File: src/rtl/limber_gnrl_pkg.sv
// Shared definitions for the Limber general-purpose library: default queue
// sizing and small sizing helpers.

package limber_gnrl_pkg;

    // Default data width and depth used by the MCU response/fetch queues.
    localparam int LIMBER_GNRL_DW_DFLT = 32;
    localparam int LIMBER_GNRL_DP_DFLT = 4;

    // Width of an index that addresses dp entries; a single-entry
    // structure still gets a 1-bit pointer so no vector is zero-width.
    function automatic int limber_gnrl_ptr_w(input int dp);
        if (dp > 1) begin
            return $clog2(dp);
        end
        return 1;
    endfunction

endpackage : limber_gnrl_pkg

File: src/rtl/limber_gnrl_dfflr.sv
// Load-enable flop with asynchronous active-low reset to zero. Used as the
// single storage primitive for FIFO entries, pointers and counters.

module limber_gnrl_dfflr
    import limber_gnrl_pkg::*;
#(
    parameter int W = 1
) (
    input  logic         clk,
    input  logic         rst_n,
    input  logic         i_en,
    input  logic [W-1:0] i_d,
    output logic [W-1:0] o_q
);

    // Capture i_d when enabled; clear to zero on reset.
    always_ff @(posedge clk or negedge rst_n) begin
        if (!rst_n) begin
            o_q <= '0;
        end else if (i_en) begin
            o_q <= i_d;
        end
    end

endmodule : limber_gnrl_dfflr

File: src/rtl/limber_gnrl_fifo.sv
// Synchronous valid/ready FIFO. Entries, pointers and occupancy are all
// load-enable flops; the head entry is read combinationally from storage.
//
// Handshake: a transfer happens on a rising edge where valid and ready are
// both high on that side; valid may not depend on ready, the producer holds
// i_vld/i_dat until taken, and the FIFO holds o_vld/o_dat while stalled.

module limber_gnrl_fifo
    import limber_gnrl_pkg::*;
#(
    parameter int DW        = LIMBER_GNRL_DW_DFLT,
    parameter int DP        = LIMBER_GNRL_DP_DFLT,
    parameter int CUT_READY = 1,
    parameter int CW        = $clog2(DP + 1)
) (
    input  logic          clk,
    input  logic          rst_n,
    input  logic          i_vld,
    output logic          i_rdy,
    input  logic [DW-1:0] i_dat,
    output logic          o_vld,
    input  logic          o_rdy,
    output logic [DW-1:0] o_dat,
    output logic [CW-1:0] o_cnt
);

    localparam int            PW       = limber_gnrl_ptr_w(DP);
    localparam logic [PW-1:0] PTR_LAST = PW'(DP - 1);
    localparam logic [CW-1:0] CNT_FULL = CW'(DP);

    logic [PW-1:0] r_wptr;
    logic [PW-1:0] r_rptr;
    logic [CW-1:0] r_cnt;
    logic [DW-1:0] r_mem [DP];

    logic [PW-1:0] w_wptr_nxt;
    logic [PW-1:0] w_rptr_nxt;
    logic [CW-1:0] w_cnt_nxt;
    logic          w_cnt_en;
    logic          w_full;
    logic          w_empty;
    logic          w_wr;
    logic          w_rd;
    logic [DP-1:0] w_mem_en;

    assign w_full  = (r_cnt == CNT_FULL);
    assign w_empty = (r_cnt == '0);

    // With CUT_READY=0 a full FIFO can still accept when the head leaves in
    // the same cycle, at the cost of an o_rdy -> i_rdy combinational path.
    assign i_rdy = (!w_full) || ((CUT_READY == 0) && o_rdy);
    assign o_vld = !w_empty;
    assign o_dat = r_mem[r_rptr];
    assign o_cnt = r_cnt;

    assign w_wr = i_vld && i_rdy;
    assign w_rd = o_vld && o_rdy;

    // Pointer advance with explicit wrap so non-power-of-two depths work.
    always_comb begin
        w_wptr_nxt = r_wptr;
        w_rptr_nxt = r_rptr;
        if (r_wptr == PTR_LAST) begin
            w_wptr_nxt = '0;
        end else begin
            w_wptr_nxt = r_wptr + PW'(1);
        end
        if (r_rptr == PTR_LAST) begin
            w_rptr_nxt = '0;
        end else begin
            w_rptr_nxt = r_rptr + PW'(1);
        end
    end

    // Occupancy changes only when exactly one side fires.
    always_comb begin
        w_cnt_en  = w_wr ^ w_rd;
        w_cnt_nxt = r_cnt;
        if (w_wr) begin
            w_cnt_nxt = r_cnt + CW'(1);
        end else begin
            w_cnt_nxt = r_cnt - CW'(1);
        end
    end

    limber_gnrl_dfflr #(.W(PW)) u_wptr (
        .clk   (clk),
        .rst_n (rst_n),
        .i_en  (w_wr),
        .i_d   (w_wptr_nxt),
        .o_q   (r_wptr)
    );

    limber_gnrl_dfflr #(.W(PW)) u_rptr (
        .clk   (clk),
        .rst_n (rst_n),
        .i_en  (w_rd),
        .i_d   (w_rptr_nxt),
        .o_q   (r_rptr)
    );

    limber_gnrl_dfflr #(.W(CW)) u_cnt (
        .clk   (clk),
        .rst_n (rst_n),
        .i_en  (w_cnt_en),
        .i_d   (w_cnt_nxt),
        .o_q   (r_cnt)
    );

    // One flop bank per entry, loaded only when the write pointer selects it.
    for (genvar gi = 0; gi < DP; gi++) begin : g_mem
        assign w_mem_en[gi] = w_wr && (r_wptr == PW'(gi));

        limber_gnrl_dfflr #(.W(DW)) u_ent (
            .clk   (clk),
            .rst_n (rst_n),
            .i_en  (w_mem_en[gi]),
            .i_d   (i_dat),
            .o_q   (r_mem[gi])
        );
    end

`ifndef SYNTHESIS
`ifdef LIMBER_GNRL_ASSERT
    // Simulation checks on handshake legality and unknown control inputs.
    always @(posedge clk) begin
        if (rst_n) begin
            assert (!$isunknown(i_vld));
            assert (!$isunknown(o_rdy));
            assert (!(w_wr && w_full && !w_rd));
            assert (!(w_rd && w_empty));
        end
    end
`endif
`endif

endmodule : limber_gnrl_fifo
File: config.mk
export PLATFORM = sky130hd
export DESIGN_NAME = limber_gnrl_fifo
export DESIGN_NICKNAME = d
export VERILOG_FILES = /design/src/rtl/limber_gnrl_pkg.sv /design/src/rtl/limber_gnrl_dfflr.sv /design/src/rtl/limber_gnrl_fifo.sv
export SDC_FILE = /design/constraint.sdc
export NUM_CORES = 1
export LEC_CHECK = 0
export CAP_MARGIN = 0
export CORE_MARGIN = 3
export CORE_UTILIZATION = 24
export CTS_CLUSTER_SIZE = 12
export DETAILED_ROUTE_END_ITERATION = 12
export PLACE_DENSITY_LB_ADDON = 0.25
export SLEW_MARGIN = 20
export SYNTH_ARGS = -nofsm -noshare
export SYNTH_HDL_FRONTEND = slang
export SYNTH_HIERARCHICAL = 1
export SYNTH_SLANG_ARGS = --single-unit
File: constraint.sdc
create_clock -name clk -period 3.65 [get_ports clk]
set_clock_uncertainty 0.2 [all_clocks]
set_input_delay 0.9125 -clock clk [delete_from_list [all_inputs] [get_ports clk]]
set_output_delay 0.9125 -clock clk [all_outputs]
set_load 0.02 [all_outputs]
* Word level (Yosys, flattened, before mapping)
Index checks and enable logic that the tools add are counted.
Word-level totals: flip-flop bits (word level) 135, input bits 36, output and inout bits 37, logic and storage cells 35
Cells by class: add/sub/neg operators 4, order comparisons 1, equal/unequal tests 5, muxes and demuxes 6, bitwise gates (word level) 2, reductions and logical operators 10
Operators by type and width (count):
- 32-bit binary-select mux with 2-bit select | 1
- 32-bit 2-to-1 mux | 2
- 2-bit equality test, second input constant | 3
- 1-bit logical AND | 6
- 2-bit by 1-bit adder with 2-bit output, second input constant | 2
- 2-bit 2-to-1 mux | 2
- 3-bit by 1-bit adder with 3-bit output, second input constant | 1
- 3-bit equality test, second input constant | 1
- 3-bit >= comparator, second input constant | 1
- 3-bit zero test | 1
- 3-bit 2-to-1 mux | 1
- 2-bit NOT with 3-bit output | 1
- 3-bit by 1-bit subtractor with 3-bit output, second input constant | 1
- 2-bit by 1-bit equality test with 1-bit output, second input constant | 1
- 1-bit zero test | 2
- 2-bit zero test | 1
- 1-bit XOR | 1

* Longest topological paths before layout
depth after elaboration 4, gate-level depth with buffers 6, mapped depth without buffers 5

* Hierarchy
The synthesis kept the hierarchy.
Modules (own cells, without submodules):
- limber_gnrl_dfflr (g_mem[0].u_ent ...) | times used 4, cells an instance 68, area each 1345.0 µm², sequential area each 800.8 µm²
- limber_gnrl_fifo | times used 1, cells an instance 72, area each 1068.5 µm², sequential area each 0.0 µm²
- limber_gnrl_dfflr (u_rptr ...) | times used 2, cells an instance 4, area each 72.6 µm², sequential area each 50.0 µm²
- limber_gnrl_dfflr (u_cnt) | times used 1, cells an instance 6, area each 108.9 µm², sequential area each 75.1 µm²

* Worst setup path after synthesis
No wires, ideal clock.
path kind reg-to-output, start reg u_rptr.o_q[0], end out o_dat[0], arrival time 1.219 ns, data required time 2.538 ns, path slack 1.319 ns, cell stages (with the launch flop) 4, buffers on the path 2, cell sequence dfrtp_1 buf_6 buf_12 mux4_2
Between the ends: cells in the longest elaborated chain, start to end 4
RTL lines:
- from (decl) | line limber_gnrl_dfflr.sv:13 | output logic [W-1:0] o_q
- from (signal assigned) | line limber_gnrl_dfflr.sv:21 | o_q <= i_d;
- 2-bit NOT with 3-bit output (not written as such) | line limber_gnrl_fifo.sv:53 | assign o_dat = r_mem[r_rptr];
- 32-bit binary-select mux with 2-bit select | line limber_gnrl_fifo.sv:53
- 32-bit 2-to-1 mux (not written as such) (2 in a row) | line limber_gnrl_fifo.sv:53
- to (decl) | line limber_gnrl_fifo.sv:23 | output logic [DW-1:0] o_dat,
No other way between the ends. The select of a mux whose other input is x is not followed.

* Worst setup path after layout
start reg u_rptr.o_q[0], end out o_dat[22]
Same word-level chain as after synthesis.

==> reports/metrics.yaml <==
setup_path:
  timing.critical_path.from_type: "register"
  worst_ep_arrival_time_ns: 2.37
  critPathKind: "reg2out"
  crit_chain: "buf_12 -> mux4_1 -> clkdlybuf4s50_1"
  reg2reg_setup_slack_ns: 1.38
  critical_path_peak_fanout: 20
  cp_data_required_time_ns: 2.54
  critical_path_s_top_delay_family: "buffers and inverters"
  critPathSlowestCell: "sky130_fd_sc_hd__mux4_1"
  endpoint_kind_of_the_worst_setup_timing_path: "primary output"
  critical_path.n_buffers_inverters: 2
  worstRegToRegCells: 4
  slowest_stage_delay_cp_ns: 0.61
  worstReg2RegStart: "u_cnt/o_q[1]$_DFFE_PN0P_"
  r2r_end: "g_mem[1].u_ent/o_q[15]$_DFFE_PN0P_"
cts:
  root_buf_cell: "sky130_fd_sc_hd__clkbuf_16"
  cts.sink_count: 135
  clk_pin_slew_worst_paths_ns: 0.06
  worst_skew_pair.late_latency_ns: 0.41
  cts.hold.buffers_added: 0
  tritoncts_clock_tree: "built"
  htree_levels: 4
  post-cts-setup-buffers: 0
  cts-buffers-inserted: 17
  clock_path_buffers: 2
  cts_resized: 0
yosys:
  post_synth_and_or_nand_nor_area_fraction: 0.0134
  syn_avg_cell_area_sq_um: 18.7
  synth_top_family_by_area: "multiplexers"
  mux_share_of_post_synthesis_cell_area: 0.409
  number_of_instances_in_the_synthesized_netlist: 358
  synth-compound-area-share: 0.00504
  synth.ff_latch_count: 135
  yosysUniqueCellTypes: 24
  number_of_flops_mapped_to_enable_cells_by_yosys: 0
  synth_ff_type: "sky130_fd_sc_hd__dfrtp_1"
  synth_xor_xnor_area_share: 0
  synth_area_sq_um: 6700
  synth_sequential_area_ratio: 0.504
  async_flop_share: 1.00
  synthesis.yosys.warnings: 6
  net_count_after_synthesis: 400
  synth_adder_area_share: 0.0112
sta:
  timing.slew.headroom: 0.411
  setup_tns_ns: 0
  fmaxAchievable_mhz: 287
  layout_worst_path_cycle_share: 0.955
  final-hold-violation-count: 0
  max_slew.worst_pin.slew_ns: 0.883
  fin_crit_ns: 3.49
  timing.final.max_slew_violations: 0
  grt_setup_unrepaired: "no"
  setup_viol_count_final: 0
floorplan:
  dieWidth_microns: 173
  boundaryPins: 73
  floorplan.core_area_sq_um: 27200
  die_height_microns: 173
  die_area_sq_um: 30000
  row_count: 60
  floorplan.initialDensity: 0.247
finish:
  multi_input_comb_area_sq_um: 2940
  final_cell_mix: "133 x sky130_fd_sc_hd__dfrtp_1, 120 x sky130_fd_sc_hd__mux2_4, 71 x sky130_fd_sc_hd__clkdlybuf4s50_1, 29 x sky130_fd_sc_hd__mux4_2, 17 x sky130_fd_sc_hd__clkbuf_16"
  final.fill_count: 2703
  syn_to_final_growth_pct: 24.4
  design.final.nets: 480
  drive_gt1_frac: 0.479
  layout.cells.most_common: "sky130_fd_sc_hd__dfrtp_1"
  ff_latch_area_sq_um: 3380
  antennaDiodeCount: 0
  final_cells: 823
power:
  power.leakage_uw: 0.00353
  worst_ir_drop_vdd_mv: 0.462
  power_per_cell_area_nw_per_um2: 1060
drt:
  drt-wirelength-per-cell_microns: 18.2
  route.antenna.remaining_nets: 0
  num_vias: 3361
  first_pass_iters: 4
  post-route-drc-count: 0
  detail_route.iter0.violations: 121
  avgViaCountPerCell: 4.08
  drt-total-wl_microns: 15000
hold_path:
  worstHoldPathCells: 1
  hold_path.startpoint: "g_mem[2].u_ent/o_q[5]$_DFFE_PN0P_"
  worst_hold_path_endpoint: "g_mem[2].u_ent/o_q[5]$_DFFE_PN0P_"
  min_path_type: "reg2reg"
global_route:
  grt_use_total: 0.106
  grt_max_degree: 93
  antenna_found_initial: 0
  gr-total-overflow: 0
  via_count_of_the_first_global_routing_pass: 4021
  wire_length_of_the_first_global_routing_pass_microns: 24600
job:
  maxCapViolations: 0
place:
  io_buffer_count: 72
  place_inst: 791
  dp_hpwl_microns: 9290
  place.gp.congestion: 0.711
status:
  status: "complete, no violations"
-- per-layer routing --
metal / wire [microns] / global-route usage / vias up
met5: 0 / 0 / -
met4: 174 / 0.0274 / 0
met3: 508 / 0.0314 / 10
met2: 7440 / 0.175 / 63
met1: 6830 / 0.137 / 1795
li1: - / - / 1493
-- state kept, by name (all words and copies together), names as in the netlist --
register,flops
u_wptr/o_q,2
g_mem.u_ent/o_q,128
u_cnt/o_q,3
u_rptr/o_q,2
-- worst reg2reg max path: stages (launching register included) --
cell                      delay (ns)
sky130_fd_sc_hd__dfrtp_1        0.48
sky130_fd_sc_hd__or3b_1         0.50
sky130_fd_sc_hd__and3_2         0.41
sky130_fd_sc_hd__buf_12         0.25
sky130_fd_sc_hd__mux2_4         0.32
-- Yosys cell counts, drive strengths merged, types with 2 or more instances --
cell type / number / area (sq um)
dfrtp: 135 / 3380
mux2: 135 / 1970
mux4: 33 / 758
buf: 23 / 372
ha: 6 / 75.1
nor2: 5 / 18.8
and3: 4 / 25.0
inv: 3 / 11.3
and2: 2 / 12.5
nor2b: 2 / 12.5
-- report_power, final --
group / leakage (uW) / total, uW / internal (uW) / switching, uW
Combinational: 0.00163 / 4220 / 2610 / 1610
Sequential: 0.00160 / 2790 / 2280 / 511
Clock: 0.000297 / 1840 / 1150 / 689
Total: 0.00353 / 8840 / 6030 / 2810
-- cells by family (layout without fill, tap and decap cells) --
family | count (synthesis) | after routing
muxes | 169 | 169
DFF | 135 | 135
buffers and inverters | 27 | 120
and+or+nand+nor | 16 | 16
adders and majority gates | 6 | 6
AOI/OAI and AO/OA | 5 | 5
-- stage by stage --
stage	cell area (sq um)	setup slack, ns	util	hold WS (ns)	power, uW
final	8340	0.164	0.307	0.305	8840
after global placement	7710	0.586	0.284	0.285	6990
after floorplan	6700	1.32	-	0.273	5790
after CTS	8340	0.101	0.307	0.307	9000
after detailed placement	7710	0.568	0.284	0.288	7090
after global routing	8340	0.0288	0.307	0.315	9360
-- how the worst max path moves through the flow --
stage	cells after the start	end	slack [ns]	start
after floorplan	3	o_dat[0]	1.32	u_rptr/o_q[0]$_DFFE_PN0P_
after global placement	3	o_dat[22]	0.59	u_rptr/o_q[0]$_DFFE_PN0P_
after detailed placement	3	o_dat[22]	0.57	u_rptr/o_q[0]$_DFFE_PN0P_
after CTS	3	o_dat[22]	0.10	u_rptr/o_q[0]$_DFFE_PN0P_
after global routing	3	o_dat[22]	0.03	u_rptr/o_q[0]$_DFFE_PN0P_
final	3	o_dat[22]	0.16	u_rptr/o_q[0]$_DFFE_PN0P_
-- area by class of cell --
type / instances / share of cell area
sequential: 135 / 0.406
multi-input combinational: 196 / 0.353
timing repair buffer: 85 / 0.109
tap: 372 / 0.0558
clock buffer: 17 / 0.0510
clock inverter: 15 / 0.0243
inverter: 3 / 0.00135
Note: power is estimated with default switching activity, not from simulation.
